<file path="src/rtl/spu_pcx_req_ctl.sv">
// Round-robin arbiter and request sequencer for the SPU->LSU PCX packet register.
// Optional watchdog guarded by SPU_PCX_TIMEOUT_EN (spu_pcx_timeout tied to 0 otherwise).
module spu_pcx_req_ctl #(
    parameter int NREQ      = 4,
    parameter int MAX_OUTST = 4,
    parameter int CNT_W     = 3
) (
    input  logic             rclk,
    input  logic             reset,
    input  logic [NREQ-1:0]  spu_req_vld,
    output logic [NREQ-1:0]  spu_req_grant,
    output logic             spu_wen_pcx_wen,
    output logic             spu_wen_pcx_7170_sel,
    output logic             spu_lsu_ldst_req,
    input  logic             lsu_spu_ldst_ack,
    input  logic             lsu_spu_ldst_ret,
    output logic [CNT_W-1:0] spu_pcx_outst_cnt,
    output logic             spu_pcx_busy,
    output logic             spu_pcx_timeout
);

    localparam int PTR_W = (NREQ > 1) ? $clog2(NREQ) : 1;

    typedef enum logic {
        IDLE = 1'b0,
        REQ  = 1'b1
    } state_t;

    state_t             state;
    state_t             next_state;
    logic [PTR_W-1:0]   ptr;
    logic [PTR_W-1:0]   next_ptr;
    logic [PTR_W-1:0]   winner;
    logic               found;
    logic               can_grant;
    logic               ret_eff;
    logic [CNT_W-1:0]   next_cnt;
    int                 idx;

    // Rotating search starting at the pointer; first requester wins.
    always_comb begin
        found  = 1'b0;
        winner = '0;
        idx    = 0;
        for (int i = 0; i < NREQ; i++) begin
            idx = int'(ptr) + i;
            if (idx >= NREQ)
                idx = idx - NREQ;
            if (!found && spu_req_vld[idx[PTR_W-1:0]]) begin
                found  = 1'b1;
                winner = idx[PTR_W-1:0];
            end
        end
    end

    // Reset gates the grant so a request held through reset cannot pulse the enables.
    assign can_grant = !reset && found
                       && (spu_pcx_outst_cnt < CNT_W'(MAX_OUTST))
                       && ((state == IDLE) || lsu_spu_ldst_ack);

    assign spu_req_grant        = can_grant ? (NREQ'(1) << winner) : '0;
    assign spu_wen_pcx_wen      = can_grant;
    assign spu_wen_pcx_7170_sel = can_grant;
    assign spu_lsu_ldst_req     = (state == REQ);

    assign ret_eff = lsu_spu_ldst_ret && (spu_pcx_outst_cnt != '0);

    always_comb begin
        next_state = state;
        next_ptr   = ptr;
        next_cnt   = spu_pcx_outst_cnt;
        case (state)
            IDLE: if (can_grant) next_state = REQ;
            REQ:  if (lsu_spu_ldst_ack) next_state = can_grant ? REQ : IDLE;
            default: next_state = IDLE;
        endcase
        if (can_grant)
            next_ptr = (winner == PTR_W'(NREQ - 1)) ? '0 : winner + 1'b1;
        case ({can_grant, ret_eff})
            2'b10:   next_cnt = spu_pcx_outst_cnt + 1'b1;
            2'b01:   next_cnt = spu_pcx_outst_cnt - 1'b1;
            default: next_cnt = spu_pcx_outst_cnt;
        endcase
    end

    always_ff @(posedge rclk or posedge reset) begin
        if (reset) begin
            state             <= IDLE;
            ptr               <= '0;
            spu_pcx_outst_cnt <= '0;
            spu_pcx_busy      <= 1'b0;
        end else begin
            state             <= next_state;
            ptr               <= next_ptr;
            spu_pcx_outst_cnt <= next_cnt;
            spu_pcx_busy      <= (next_state == REQ) || (next_cnt != '0);
        end
    end

`ifdef SPU_PCX_TIMEOUT_EN
    logic [7:0] wdog;
    logic       wdog_run;

    assign wdog_run = (state == REQ) && !lsu_spu_ldst_ack;

    // Flag is set on the same edge the watchdog reaches 255 and never clears until reset.
    always_ff @(posedge rclk or posedge reset) begin
        if (reset) begin
            wdog            <= '0;
            spu_pcx_timeout <= 1'b0;
        end else begin
            if (!wdog_run)
                wdog <= '0;
            else if (wdog != 8'hff)
                wdog <= wdog + 1'b1;
            if (wdog_run && (wdog == 8'hfe))
                spu_pcx_timeout <= 1'b1;
        end
    end
`else
    assign spu_pcx_timeout = 1'b0;
`endif

endmodule

</file>
<file path="config.mk">
export PLATFORM = sky130hd
export DESIGN_NAME = spu_pcx_req_ctl
export DESIGN_NICKNAME = d
export VERILOG_FILES = /design/src/rtl/spu_pcx_req_ctl.sv
export SDC_FILE = /design/constraint.sdc
export NUM_CORES = 1
export LEC_CHECK = 0
export CAP_MARGIN = 20
export CORE_MARGIN = 1
export CORE_UTILIZATION = 35
export DETAILED_ROUTE_END_ITERATION = 10
export HOLD_SLACK_MARGIN = 0.05
export SLEW_MARGIN = 20
export SYNTH_ARGS = -nofsm -noshare
export SYNTH_HDL_FRONTEND = slang
export SYNTH_SLANG_ARGS = --single-unit
export TNS_END_PERCENT = 20
</file>
<file path="constraint.sdc">
create_clock -name rclk -period 2.6 [get_ports rclk]
set_input_delay 0.39 -clock rclk [delete_from_list [all_inputs] [get_ports rclk]]
set_output_delay 0.39 -clock rclk [all_outputs]
set_load 0.01 [all_outputs]
</file>
* Word level (Yosys, flattened, before mapping)
Index checks and enable logic that the tools add are counted. W data, S select, Z words.
Storage, ports and cells: bits in registers 7, bits of input ports 8, output and inout bits 12, word-level logic and storage cells 69
Operators by class: add/sub/neg operators 10, $lt $le $gt $ge 9, equal/unequal tests 3, shift operators 1, muxes and demuxes 26, bitwise operators 1, reductions and logical operators 15
Operators with widths (count):
- $mux W2 | 9
- $lt A2 B3 Y1 const B | 4
- $mux W1 | 10
- $ge A3 B3 Y1 const B | 3
- $bmux W1 S2 | 4
- $sub A2 B1 Y2 const B | 4
- $logic_and A1 B1 Y1 | 7
- $add A2 B2 Y3 const B | 2
- $pmux W3 S2 | 1
- $reduce_bool A3 Y1 | 2
- $eq A2 B2 Y1 const B | 2
- $logic_not A1 Y1 | 4
- $mux W4 | 1
- $shl A1 B2 Y4 const A | 1
- $add A2 B1 Y3 const B | 1
- $add A3 B1 Y3 const B | 1
- $ge A2 B3 Y1 const B | 1
- $lt A3 B3 Y1 const B | 1
- $sub A3 B1 Y3 const B | 1
- $add A2 B1 Y2 const B | 1
- $eq A2 B1 Y1 const B | 1
- $logic_or A1 B1 Y1 | 2
- $pmux W1 S2 | 1
- $not A1 Y1 | 1

* Longest topological paths before layout
word-level depth 21, depth in mapped cells 10, gate-level depth less buffers 9

* Least setup slack after synthesis
No wires, ideal clock.
path type input to register, from input port spu_req_vld[0], to register spu_pcx_busy, library setup time 71 ps, data arrival time 2379 ps, setup slack 150 ps, stages 10, cells stage by stage or4_4 and3_1 buf_6 inv_1 ha_1 inv_1 fa_1 xor2_1 or3_1 nand4_1
On the way: cells in the longest elaborated chain, start to end 19, elaborated cells between the ends (all ways) 29, those cells by class 2 x eq/ne; 16 x mux; 11 x reduce/logical
Ends and longest elaborated chain:
- start, declared | line 10 | input logic [NREQ-1:0] spu_req_vld,
- $bmux W1 S2 | line 49 | if (!found && spu_req_vld[idx[PTR_W-1:0]]) begin
- $mux W1 (implied by the code) | line 49
- $mux W1 | line 49
- $logic_not A1 Y1 | line 49
- $logic_and A1 B1 Y1 | line 49
- $mux W1 | line 49
- $logic_not A1 Y1 | line 49
- $logic_and A1 B1 Y1 | line 49
- (+4 left out)
- $logic_and A1 B1 Y1 * | line 57 | assign can_grant = !reset && found
- $logic_and A1 B1 Y1 * | line 58 | && (spu_pcx_outst_cnt < CNT_W'(MAX_OUTST))
- $logic_and A1 B1 Y1 * | line 59 | && ((state == IDLE) || lsu_spu_ldst_ack);
- net spu_wen_pcx_7170_sel | line 13 | output logic spu_wen_pcx_7170_sel,
- $eq A2 B1 Y1 (tied with other cells) | line 79 | case ({can_grant, ret_eff})
- $pmux W3 S2 / $mux W1 (equally long branches) | line 79, 74
- $reduce_bool A3 Y1 / $pmux W1 S2 (equally long branches) | line 96, 72
- $logic_or A1 B1 Y1 * | line 96 | spu_pcx_busy <= (next_state == REQ) || (next_cnt != '0);
- end signal, assigned | line 96
- end, declared | line 18 | output logic spu_pcx_busy,
Mark *: on every way through the listed nets, which the timed path passes. The rest lies on a longest branch. The select of a mux whose other input is x is not followed. A chain may end at the register's enable or synchronous reset.

* Worst setup path after layout
from input port spu_req_vld[0], to register spu_pcx_busy
On the way: cells in the longest elaborated chain, start to end 19, elaborated cells between the ends (all ways) 29, those cells by class 2 x eq/ne; 16 x mux; 11 x reduce/logical
Ends and longest elaborated chain (line):
- $bmux W1 S2 | 49
- $mux W1 (implied by the code) | 49
- $mux W1 | 49
- $logic_not A1 Y1 | 49
- $logic_and A1 B1 Y1 | 49
- $mux W1 | 49
- $logic_not A1 Y1 | 49
- $logic_and A1 B1 Y1 | 49
- (+3 left out)
- $mux W1 * | 49
- $logic_and A1 B1 Y1 * | 57
- $logic_and A1 B1 Y1 * | 58
- $logic_and A1 B1 Y1 * | 59
- $eq A2 B1 Y1 (tied with other cells) | 79
- $pmux W3 S2 / $mux W1 (equally long branches) | 79, 74
- $reduce_bool A3 Y1 / $pmux W1 S2 (equally long branches) | 96, 72
- $logic_or A1 B1 Y1 * | 96
Mark *: on every way between the ends. The rest lies on a longest branch, timed or not. The select of a mux whose other input is x is not followed.

==> metrics.md <==
| Metric | Value |
|---|---|
| Peak supply drop | slightly above 0.7 mV |
| Fin Hold WS | 0.395 ns |
| DP HPWL | ~930 um |
| Fin Setup TNS | 0 ns |
| First DRT Iteration DRCs | 9 |
| Hold buffer count at CTS | 0 |
| Critical Path Source Type | input port |
| Commonest non-fill, non-tap cell in the layout | clkdlybuf4s50_1 |
| Post-synth net total | between 70 and 80 |
| Max-Cap Viols | 0 |
| Detail Route Antenna Nets | 0 |
| Crit-path cells | clkdlybuf4s50_1 -> or4_4 -> and3_4 -> inv_1 -> ha_1 -> inv_1 -> fa_1 -> xor2_1 -> or3_1 -> nand4_1 |
| Hold Vio Cnt, Final | 0 |
| Yosys warning count | 0 |
| CTS clk-pin slew, worst paths | about 0.060 ns |
| Clock power frac | 0.123 |
| Residual DRC | 0 |
| I/O Buffers | 18 |
| Mapped Avg Cell Area | around 9.5 um2 |
| Commonest cells after routing, fill and taps aside | clkdlybuf4s50_1 (11), buf_4 (8), inv_1 (7), dfrtp_1 (7), ha_1 (5) |
| Switching share of power | 0.392 |
| Clock tree buffer depth | 2 |
| Vias in the first global route | about 460 |
| Diodes inserted | 0 |
| Nets | 102 |
| Sequential fraction of design power | 0.278 |
| Core footprint | between 0.0015 and 0.002 mm2 |
| Remaining global-route overflow | 0 |
| CTS buffer count | 3 |
| Multi-input combinational cell area | approximately 350 um2 |
| Max FO, Critical Path | 3 |
| Root buf cell | clkbuf_4 |
| Initial antenna violation count | 0 |
| Vias | 511 |
| CP most frequent cell | inv_1 |
| CTS tree | built |
| Ratio of final minimum period to clock period | 0.955 |
| Starting Density | 0.378 |
| WL/cell | 11.1 um |
| Comb pwr share | 0.599 |
| GRT Util Overall | 0.150 |
| Seq/Total Area, Yosys | 0.308 |
| Mapped cell area | around 570 um2 |
| Pwr Density | a little under 1000 mW/mm2 |
| RSZ-0062 raised after global routing | false |
| Skew final | slightly below 0.008 ns |
| Floorplan row count | 14 |
| CP peak stage delay | ~0.44 ns |
| Internal power | 493 uW |
| WL final | about 1100 um |
| Synth Instances | 60 |
| Register area | between 150 and 200 um2 |
| Full die area | between 0.0015 and 0.002 mm2 |
| Max Slew Vio Count | 0 |
| H-tree levels | 1 |
| Fmax | just over 400 MHz |
| Req. time, crit path | ~2.8 ns |
| Setup violators final | 0 |
| Total power | just over 800 uW |
| Drt via density | 4.96 |
| # fillers | 139 |
| NetSw | roughly 320 uW |
| Worst Path Class, Setup | input port to register |
| I/O Pins | 20 |
| CP endpoint kind | register |
| Status | completed |
| Clk_lat worst skew | roughly 0.26 ns |
| Width of the die | around 42 um |
| Pre-antenna DRT Iters | 4 |
| CP max-delay cell | or4_4 |
| Leak | between 0.0004 and 0.0005 uW |
| Layout cell share with drive strength beyond 1 | 0.241 |
| Unique masters post-synth | 31 |
| First-pass GRT wire length | approximately 2000 um |
| Area delta synth->final | 47.3% |
| Fin crit period | between 2 and 2.5 ns |
| Arrival @ worst endpoint | approximately 2.7 ns |
| Fin util | 0.556 |
| Clk sink count | 7 |
| Routability cong. | slightly above 0.7 |
| Die Ht | roughly 42 um |
| Largest net degree at the start of global routing | 9 |
| Setup Fix Bufs, Post-CTS | 0 |
| Flops & latches, synth | 7 |
| Hold Path Class | input port to asynchronous set/reset pin |
[synth_stat cells]
cell	instances	area [um2]
dfrtp_1	7	175
inv_1	7	26.3
ha_1	5	62.6
and2_2	4	30.0
nand2_1	4	15.0
o21ai_0	3	15.0
a21oi_1	2	10.0
a31oi_1	2	12.5
buf_4	2	15.0
nand2b_1	2	12.5
o22a_1	2	17.5
a21boi_0	1	7.51
a21o_1	1	7.51
and3_1	1	6.26
buf_6	1	11.3
conb_1	1	3.75
fa_1	1	20.0
mux2_4	1	15.0
mux2i_1	1	10.0
nand4_1	1	6.26
nor2_1	1	3.75
o21a_1	1	7.51
o221a_2	1	11.3
o221ai_1	1	8.76
o22ai_1	1	6.26
o31a_1	1	8.76
or3_1	1	6.26
or3b_2	1	8.76
or4_4	1	11.3
xnor2_1	1	8.76
xor2_1	1	8.76
[power by group through the flow]
| stage | Combinational, uW | Clock, uW | Sequential [uW] |
|---|---|---|---|
| 2_1_floorplan | 283 | 0 | 233 |
| 3_3_place_gp | 486 | 0 | 225 |
| 3_5_place_dp | 488 | 0 | 227 |
| 4_1_cts | 485 | 105 | 225 |
| 5_1_grt | 540 | 109 | 238 |
| 6_report | 486 | 99.5 | 226 |
[layout make-up]
cell class / instances / area share
flip-flops and latches: 7 / 0.209
well taps: 16 / 0.0239
inverters: 7 / 0.0313
repair buffers: 26 / 0.290
clock buffers: 3 / 0.0269
clock inverters: 1 / 0.00597
multi-input cells: 43 / 0.413
[stage by stage]
step	setup slack, ns	cells	area (um2)
after floorplan	0.150	60	569
after global placement	-0.199	99	803
after detailed placement	-0.212	99	803
after CTS	0.0254	103	826
after global routing	0.0103	103	838
final	0.118	103	838
[path summary, 6_finish.rpt]
kind	from	to	slack (ns)	cells after the start
worst max-delay path	spu_req_vld[0]	spu_pcx_busy	0.12	10
worst min-delay path	reset	spu_pcx_busy	0.40	2
worst max register to register	spu_pcx_outst_cnt[2]	spu_pcx_busy	0.60	9
worst min register to register	spu_pcx_outst_cnt[1]	spu_pcx_outst_cnt[1]	0.55	2
max in group asynchronous	reset	ptr[0]	1.97	2
min in group rclk	spu_pcx_outst_cnt[1]	spu_pcx_outst_cnt[1]	0.55	2
[sequential cells by signal, summed over array words and instances (netlist names)]
signal             flops
spu_lsu_ldst_req       1
ptr                    2
spu_pcx_outst_cnt      3
spu_pcx_busy           1
[logic make-up after synthesis]
logic type,after synthesis,share of synthesized area
AOI/OAI and AO/OA,16,0.198
xor gates and xnor gates,2,0.0308
adders and majority gates,6,0.145
buffers and inverters,10,0.0923
DFF,7,0.308
muxes,2,0.0439
other,1,0.00659
and+or+nand+nor,16,0.176
[metal layers]
| metal | share of wire | up-vias | GRT usage | wire length [um] |
|---|---|---|---|---|
| met5 | 0 | - | 0 | 0 |
| met4 | 0 | 0 | 0.0375 | 0 |
| met3 | 0.063 | 0 | 0.0647 | 72 |
| met2 | 0.44 | 16 | 0.206 | 499 |
| met1 | 0.50 | 232 | 0.214 | 574 |
| li1 | - | 263 | - | - |
[repair_timing]
action	4_1_cts	5_1_grt
pin swaps	0	2
endpoints found under the hold margin	0	0
gates cloned	0	0
resized for setup	4	5
endpoints found under the setup margin	4	8
[worst max-delay path, delay by kind of cell]
family                   cells  cell delay (ns)
XOR/XNOR                     1             0.16
adder cells (fa/ha/maj)      2             0.53
buffers and inverters        3             0.52
AND/OR/NAND/NOR              4             1.08
Note: power is estimated with default switching activity, not from simulation.
